File: config.mk
export PLATFORM = sky130hd
export DESIGN_NAME = alu_ex_stage
export DESIGN_NICKNAME = d
export VERILOG_FILES = /design/src/rtl/alu_ex_stage.sv
export SDC_FILE = /design/constraint.sdc
export NUM_CORES = 1
export LEC_CHECK = 0
export CORE_MARGIN = 1.5
export CORE_UTILIZATION = 25
export CTS_BUF_LIST = sky130_fd_sc_hd__clkbuf_4 sky130_fd_sc_hd__clkbuf_8 sky130_fd_sc_hd__clkbuf_16
export CTS_CLUSTER_DIAMETER = 150
export CTS_CLUSTER_SIZE = 28
export DETAILED_ROUTE_END_ITERATION = 10
export SLEW_MARGIN = 10
export SYNTH_ARGS = -nofsm -noshare
export SYNTH_HDL_FRONTEND = slang
export SYNTH_SLANG_ARGS = --single-unit
export TNS_END_PERCENT = 20
File: constraint.sdc
create_clock -name clk -period 9.2 [get_ports clk]
set_input_delay 2.3 -clock clk [delete_from_list [all_inputs] [get_ports clk]]
set_output_delay 2.3 -clock clk [all_outputs]
set_load 0.01 [all_outputs]
File: src/rtl/alu_ex_stage.sv
`default_nettype none
// ============================================================================
// Module   : alu_ex_stage
// Purpose  : EX stage - ALU, EX/MEM register, BNEQ/JUMP resolution with
//            single-slot wrong-path squash, stall and flush handling.
// Revision : 1.0
// ============================================================================
module alu_ex_stage #(
    parameter int WIDTH = 32
) (
    input  logic             clk,
    input  logic             reset,
    input  logic             id_valid,
    input  logic [5:0]       opcode,
    input  logic [3:0]       ALUControl,
    input  logic [WIDTH-1:0] operand_a,
    input  logic [WIDTH-1:0] operand_b,
    input  logic [WIDTH-1:0] store_data,
    input  logic [4:0]       dest_reg,
    input  logic             reg_write,
    input  logic             mem_read,
    input  logic             mem_write,
    input  logic [WIDTH-1:0] branch_target,
    input  logic             stall,
    input  logic             flush,
    output logic             exmem_valid,
    output logic [WIDTH-1:0] exmem_result,
    output logic             exmem_zero,
    output logic             exmem_overflow,
    output logic [WIDTH-1:0] exmem_store_data,
    output logic [4:0]       exmem_dest_reg,
    output logic             exmem_reg_write,
    output logic             exmem_mem_read,
    output logic             exmem_mem_write,
    output logic             redirect,
    output logic [WIDTH-1:0] redirect_pc,
    output logic             alu_err
);

    localparam logic [5:0] c_op_bneq = 6'b000101;
    localparam logic [5:0] c_op_jump = 6'b100000;
    localparam logic [3:0] c_alu_add = 4'b0000;
    localparam logic [3:0] c_alu_sub = 4'b0110;
    localparam logic [3:0] c_alu_or  = 4'b0001;
    localparam logic [3:0] c_alu_and = 4'b0010;
    localparam logic [3:0] c_alu_xor = 4'b1100;

    typedef enum logic [0:0] {
        S_RUN    = 1'b0,
        S_SHADOW = 1'b1
    } state_t;

    state_t r_state, w_state_next;

    logic [WIDTH-1:0] w_sum, w_diff, w_result;
    logic             w_ovf, w_undef, w_accept, w_taken;

    logic             r_valid, r_zero, r_ovf, r_reg_write, r_mem_read, r_mem_write;
    logic [WIDTH-1:0] r_result, r_store_data, r_redirect_pc;
    logic [4:0]       r_dest_reg;
    logic             r_redirect, r_alu_err;

    assign w_sum  = operand_a + operand_b;
    assign w_diff = operand_a - operand_b;

    always_comb begin
        w_result = '0;
        w_ovf    = 1'b0;
        w_undef  = 1'b0;
        case (ALUControl)
            c_alu_add: begin
                w_result = w_sum;
                w_ovf    = (operand_a[WIDTH-1] == operand_b[WIDTH-1]) &&
                           (w_sum[WIDTH-1] != operand_a[WIDTH-1]);
            end
            c_alu_sub: begin
                w_result = w_diff;
                w_ovf    = (operand_a[WIDTH-1] != operand_b[WIDTH-1]) &&
                           (w_diff[WIDTH-1] != operand_a[WIDTH-1]);
            end
            c_alu_or:  w_result = operand_a | operand_b;
            c_alu_and: w_result = operand_a & operand_b;
            c_alu_xor: w_result = operand_a ^ operand_b;
            default:   w_undef  = 1'b1;
        endcase
    end

    // SHADOW blocks acceptance so the wrong-path slot becomes a bubble
    assign w_accept = id_valid && !flush && !stall && (r_state == S_RUN);
    assign w_taken  = w_accept &&
                      (((opcode == c_op_bneq) && (w_result != '0)) || (opcode == c_op_jump));

    always_comb begin
        w_state_next = r_state;
        case (r_state)
            S_RUN:    if (w_taken) w_state_next = S_SHADOW;
            S_SHADOW: if (!stall)  w_state_next = S_RUN;
            default:  w_state_next = S_RUN;
        endcase
    end

    always_ff @(posedge clk) begin
        if (reset) r_state <= S_RUN;
        else       r_state <= w_state_next;
    end

    always_ff @(posedge clk) begin
        if (reset) begin
            r_valid       <= 1'b0;
            r_result      <= '0;
            r_zero        <= 1'b0;
            r_ovf         <= 1'b0;
            r_store_data  <= '0;
            r_dest_reg    <= '0;
            r_reg_write   <= 1'b0;
            r_mem_read    <= 1'b0;
            r_mem_write   <= 1'b0;
            r_redirect    <= 1'b0;
            r_redirect_pc <= '0;
            r_alu_err     <= 1'b0;
        end else begin
            r_redirect <= w_taken;
            if (w_taken) r_redirect_pc <= branch_target;
            if (w_accept && w_undef) r_alu_err <= 1'b1;
            if (!stall) begin
                r_valid      <= w_accept;
                r_result     <= w_accept ? w_result : '0;
                r_zero       <= w_accept && (w_result == '0);
                r_ovf        <= w_accept && w_ovf;
                r_store_data <= w_accept ? store_data : '0;
                r_dest_reg   <= w_accept ? dest_reg : 5'd0;
                r_reg_write  <= w_accept && reg_write;
                r_mem_read   <= w_accept && mem_read;
                r_mem_write  <= w_accept && mem_write;
            end
        end
    end

    assign exmem_valid      = r_valid;
    assign exmem_result     = r_result;
    assign exmem_zero       = r_zero;
    assign exmem_overflow   = r_ovf;
    assign exmem_store_data = r_store_data;
    assign exmem_dest_reg   = r_dest_reg;
    assign exmem_reg_write  = r_reg_write;
    assign exmem_mem_read   = r_mem_read;
    assign exmem_mem_write  = r_mem_write;
    assign redirect         = r_redirect;
    assign redirect_pc      = r_redirect_pc;
    assign alu_err          = r_alu_err;

endmodule
`default_nettype wire

== After elaboration in Yosys (flattened, before gate mapping) ==
Cells that the tools add are included.
Operators by class
  add/sub/neg operators: 2
  equal/unequal tests: 10
  muxes and demuxes: 9
  bitwise logic cells: 4
  reduce and logical (&&, ||, !) cells: 20
Operator list (count)
  $pmux 32 s5: 1
  $mux 32: 2
  $add 32x32->32: 1
  $and 32x32->32: 1
  $logic_not 32->1: 1
  $or 32x32->32: 1
  $reduce_bool 32->1: 1
  $sub 32x32->32: 1
  $xor 32x32->32: 1
  $logic_and 1x1->1: 13
  $eq 6x3->1 const B: 1
  $eq 6x6->1 const B: 1
  $mux 5: 1
  $reduce_or 5->1: 1
  $eq 4x1->1 const B: 1
  $eq 4x2->1 const B: 1
  $eq 4x3->1 const B: 1
  $eq 4x4->1 const B: 1
  $logic_not 4->1: 1
  $pmux 1 s2: 2
  $mux 1: 3
  $ne 1x1->1: 3
  $logic_not 1->1: 2
  $eq 1x1->1: 1
  other kinds (2): 2
Storage, ports and cells
  register bits: 110
  input bits: 151
  output and inout port bits: 109
  word-level logic and storage cells: 58

== Logic depth before layout (Yosys ltp) ==
  word-level depth: 8
  gate-level depth with buffers: 18
  depth with buffers taken out: 16

== Worst setup path before layout ==
Ideal clock, no wire load.
  path kind: input to register
  start point: input operand_a[0]
  end point: register r_redirect_pc[10], in the netlist redirect_pc[10]
  setup time: 0.072 ns
  arrival time: 5.709 ns
  required time: 9.128 ns
  slack: 3.419 ns
  cell stages on the path: 18
  buffers on the path: 2
  path through: inv_1 ha_1 inv_1 fa_1 nand2b_4 a2111o_1 a2111oi_2 o31ai_1 a211oi_2 nand4_1 or4b_1 and4bb_1 nor4bb_1 and4_1 a211o_1 buf_6 buf_12 mux2i_1
Between the ends
  word-level cells in the longest chain between the ends: 6
  elaborated cells between the ends (all ways): 10
  classes of those cells: add/sub: 2; mux: 1; bitwise: 3; reduce/logical: 4
RTL lines
  start: declaration: RTL line 16  | input logic [WIDTH-1:0] operand_a,
  $sub 32x32->32 (tied with other cells): RTL line 64  | assign w_diff = operand_a - operand_b;
  $pmux 32 s5 (*): RTL line 70  | case (ALUControl)
  $reduce_bool 32->1 (*): RTL line 91  | (((opcode == c_op_bneq) && (w_result != '0)) || (opcode == c_op_jump));
  $logic_and 1x1->1 (*): RTL line 91
  $logic_or 1x1->1 (*): RTL line 91
  $logic_and 1x1->1 (*): RTL line 90  | assign w_taken = w_accept &&
  end signal: assignment: RTL line 123  | if (w_taken) r_redirect_pc <= branch_target;
  end: declaration: RTL line 59  | logic [WIDTH-1:0] r_result, r_store_data, r_redirect_pc;
Every way passes the cells marked *; elsewhere a longest branch is shown, timed or not.
A chain may end at the register's enable or synchronous reset.

== Worst setup path after layout ==
  start point: input operand_a[6]
  end point: register r_redirect_pc[19], in the netlist redirect_pc[19]
The elaborated chain is that of the path after synthesis.

==> metrics <==
pwr/cell area 105 nW/um2; Net Sw Frac 0.368; startpoint types primary input; Hold Vio Cnt, Final 0; CTS clk-pin slew, worst paths 80 ps; CTS tree done; met3 WL 2840 um; Overall Global Routing Usage 0.196; diode count 0; # setup viols final 0; Clock Power Share 0.271; Yosys reg bits 110; Worst EP arrival 7760 ps; Synth cell types 83; hold_sp exmem_valid$_SDFFE_PP0N_; status completed; Final Skew 8.04 ps; reg2reg end redirect_pc[19]$_SDFFE_PP0P_; R2R setup slack 6540 ps; Final Non-Filler Cells 2021; total power 1.40 mW; RSZ-0062 raised after global routing false; Int Pwr 884 uW; Worst-Skew Late Latency 350 ps; Leak Pwr 5.44 nW; EDFF count, synth 0; max-slew headroom at the worst pin 0.292; # rows 73; most frequent cells in the layout 258 x clkdlybuf4s50_1, 110 x dfxtp_1, 103 x ha_1; post-layout net count 1748; final core utilization 0.335; post-layout min period 7490 ps; Max Root-Sink Buffers 2; Top FF cell, synth dfxtp_1; sequential share of power 0.349; Port Buffers 259; Placed Instances 2006; peak supply drop 0.0696 mV; CTS Buf Count 9; number of global-route vias before repair 10594; GPL Wtd Cong 0.960; Hold Path Class reg2reg; P_sw 515 uW; slew of the pin with the lowest slew margin 1050 ps; clk root buf clkbuf_16; DRT Wirelength 42000 um; Fin Hold WS 442 ps; Vias/cell 5.43; most common cell after layout, fill and taps aside clkdlybuf4s50_1; CP required 9470 ps; largest net degree at the start of global routing 71; htree depth 3; initial antenna violation count 0; Combinational Power Share 0.380; Final Slew Violations 0; worst r2r src r_state$_SDFF_PP0_; Post-CTS Setup Bufs 0; Layout fillers 4176; drt pass-1 iters 5; CTS Sinks 110; Die Area 41200 um2; sequential fraction of the synthesis area 0.220; effective utilization at floorplan 0.253; crit path max fanout 33; Mean Syn Cell Area 7.74 um2; yosys warns 0; CTS Hold Bufs 0; metal2 WL 19300 um; I/O Pins 260; wire length per cell 20.8 um; Resize count post-CTS 0; Hold EP exmem_valid$_SDFFE_PP0N_; FFs w/ async S/R, synth 0; 1st-iter DRT viols 992; layout cells sized above 1 0.0388; Net Count, Synth 1547; DRT antenna net count 0; total number of vias 10964; area grow syn2layout 32.7%; die height 203 um; wl on met1 18700 um; Setup CP Type in2reg; uppermost routed layer met4; Final HPWL DP 32800 um; DRC 0; Syn Std Cell Area 9990 um2; fmax 134 MHz; Worst R2R Path Depth 4; total grt overflow 0; Hold Crit Depth 2; post-synthesis instance total 1291; fin crit share 0.814; Worst setup EP type register; total core area 39500 um2; Die X 203 um; first-pass GRT wire length 63600 um; max cap viols 0; setup_tns 0 ps
## routing by layer
| metal | vias to the layer above | track usage |
|---|---|---|
| met5 | - | 0 |
| met3 | 73 | 0.0305 |
| met4 | 0 | 0.0598 |
| met2 | 485 | 0.327 |
| met1 | 5279 | 0.260 |
| li1 | 5127 | - |
## metrics by stage
stage	setup slack [ps]	cell area [um2]
final	1710	13300
after global routing	1350	13300
after CTS	1820	13300
after detailed placement	1470	13000
after global placement	1430	13000
after floorplan	3420	9990
## cells in the mapped netlist (19+ instances only)
library cell | count | area share
nor2_1 | 86 | 0.032
nand4_1 | 19 | 0.012
dfxtp_1 | 110 | 0.22
nor3_1 | 25 | 0.013
a22o_1 | 56 | 0.049
a21oi_1 | 88 | 0.044
mux2i_1 | 39 | 0.039
clkbuf_1 | 59 | 0.022
nand2b_1 | 76 | 0.048
o31ai_1 | 27 | 0.020
inv_1 | 95 | 0.036
nand3_1 | 25 | 0.013
o21ai_0 | 63 | 0.032
nand2_1 | 95 | 0.036
ha_1 | 103 | 0.13
## power groups by stage
stage,Sequential (mW),Clock (mW),Combinational (mW)
floorplan,0.503,0,0.304
global placement,0.499,0,0.520
detailed placement,0.500,0,0.521
CTS,0.488,0.390,0.524
global route,0.489,0.409,0.575
finish,0.489,0.379,0.532
## worst max path at each step
stage,slack (ps),cells past startpoint,start,endpoint
floorplan,3420,18,operand_a[0],redirect_pc[10]$_SDFFE_PP0P_
CTS,1820,15,operand_a[6],redirect_pc[19]$_SDFFE_PP0P_
detailed placement,1470,15,operand_b[6],redirect_pc[19]$_SDFFE_PP0P_
global placement,1430,15,operand_a[6],redirect_pc[21]$_SDFFE_PP0P_
finish,1710,15,operand_a[6],redirect_pc[19]$_SDFFE_PP0P_
global route,1350,15,operand_a[6],redirect_pc[22]$_SDFFE_PP0P_
## critical path, stage by stage
cell and delay, ps:
clkdlybuf4s50_1 510, inv_1 60, ha_1 500, nor2b_1 170, a2111oi_0 610, a211oi_1 250, a211oi_2 540, o211ai_1 300
a31oi_1 420, o21ai_1 230, nor2b_1 180, a211oi_1 370, and4b_1 250, a211o_2 770, mux2i_1 270
## cell type report
class / instances / area (um2) / area share
flip-flops and latches: 110 / 2200 / 0.166
multi-input cells: 999 / 7050 / 0.531
clock inverters: 6 / 56.3 / 0.00424
inverters: 95 / 357 / 0.0269
well taps: 525 / 657 / 0.0495
repair buffers: 277 / 2720 / 0.205
clock buffers: 9 / 225 / 0.0170
## cell families after synthesis
| family | share of synthesized area |
|---|---|
| AO/OA/AOI/OAI | 0.300 |
| AND/OR/NAND/NOR | 0.222 |
| buffers and inverters | 0.0775 |
| flip-flops | 0.220 |
| adder cells (fa/ha/maj) | 0.133 |
| multiplexers | 0.0391 |
| XOR/XNOR | 0.00789 |
Power figures use the tool's default switching activity.
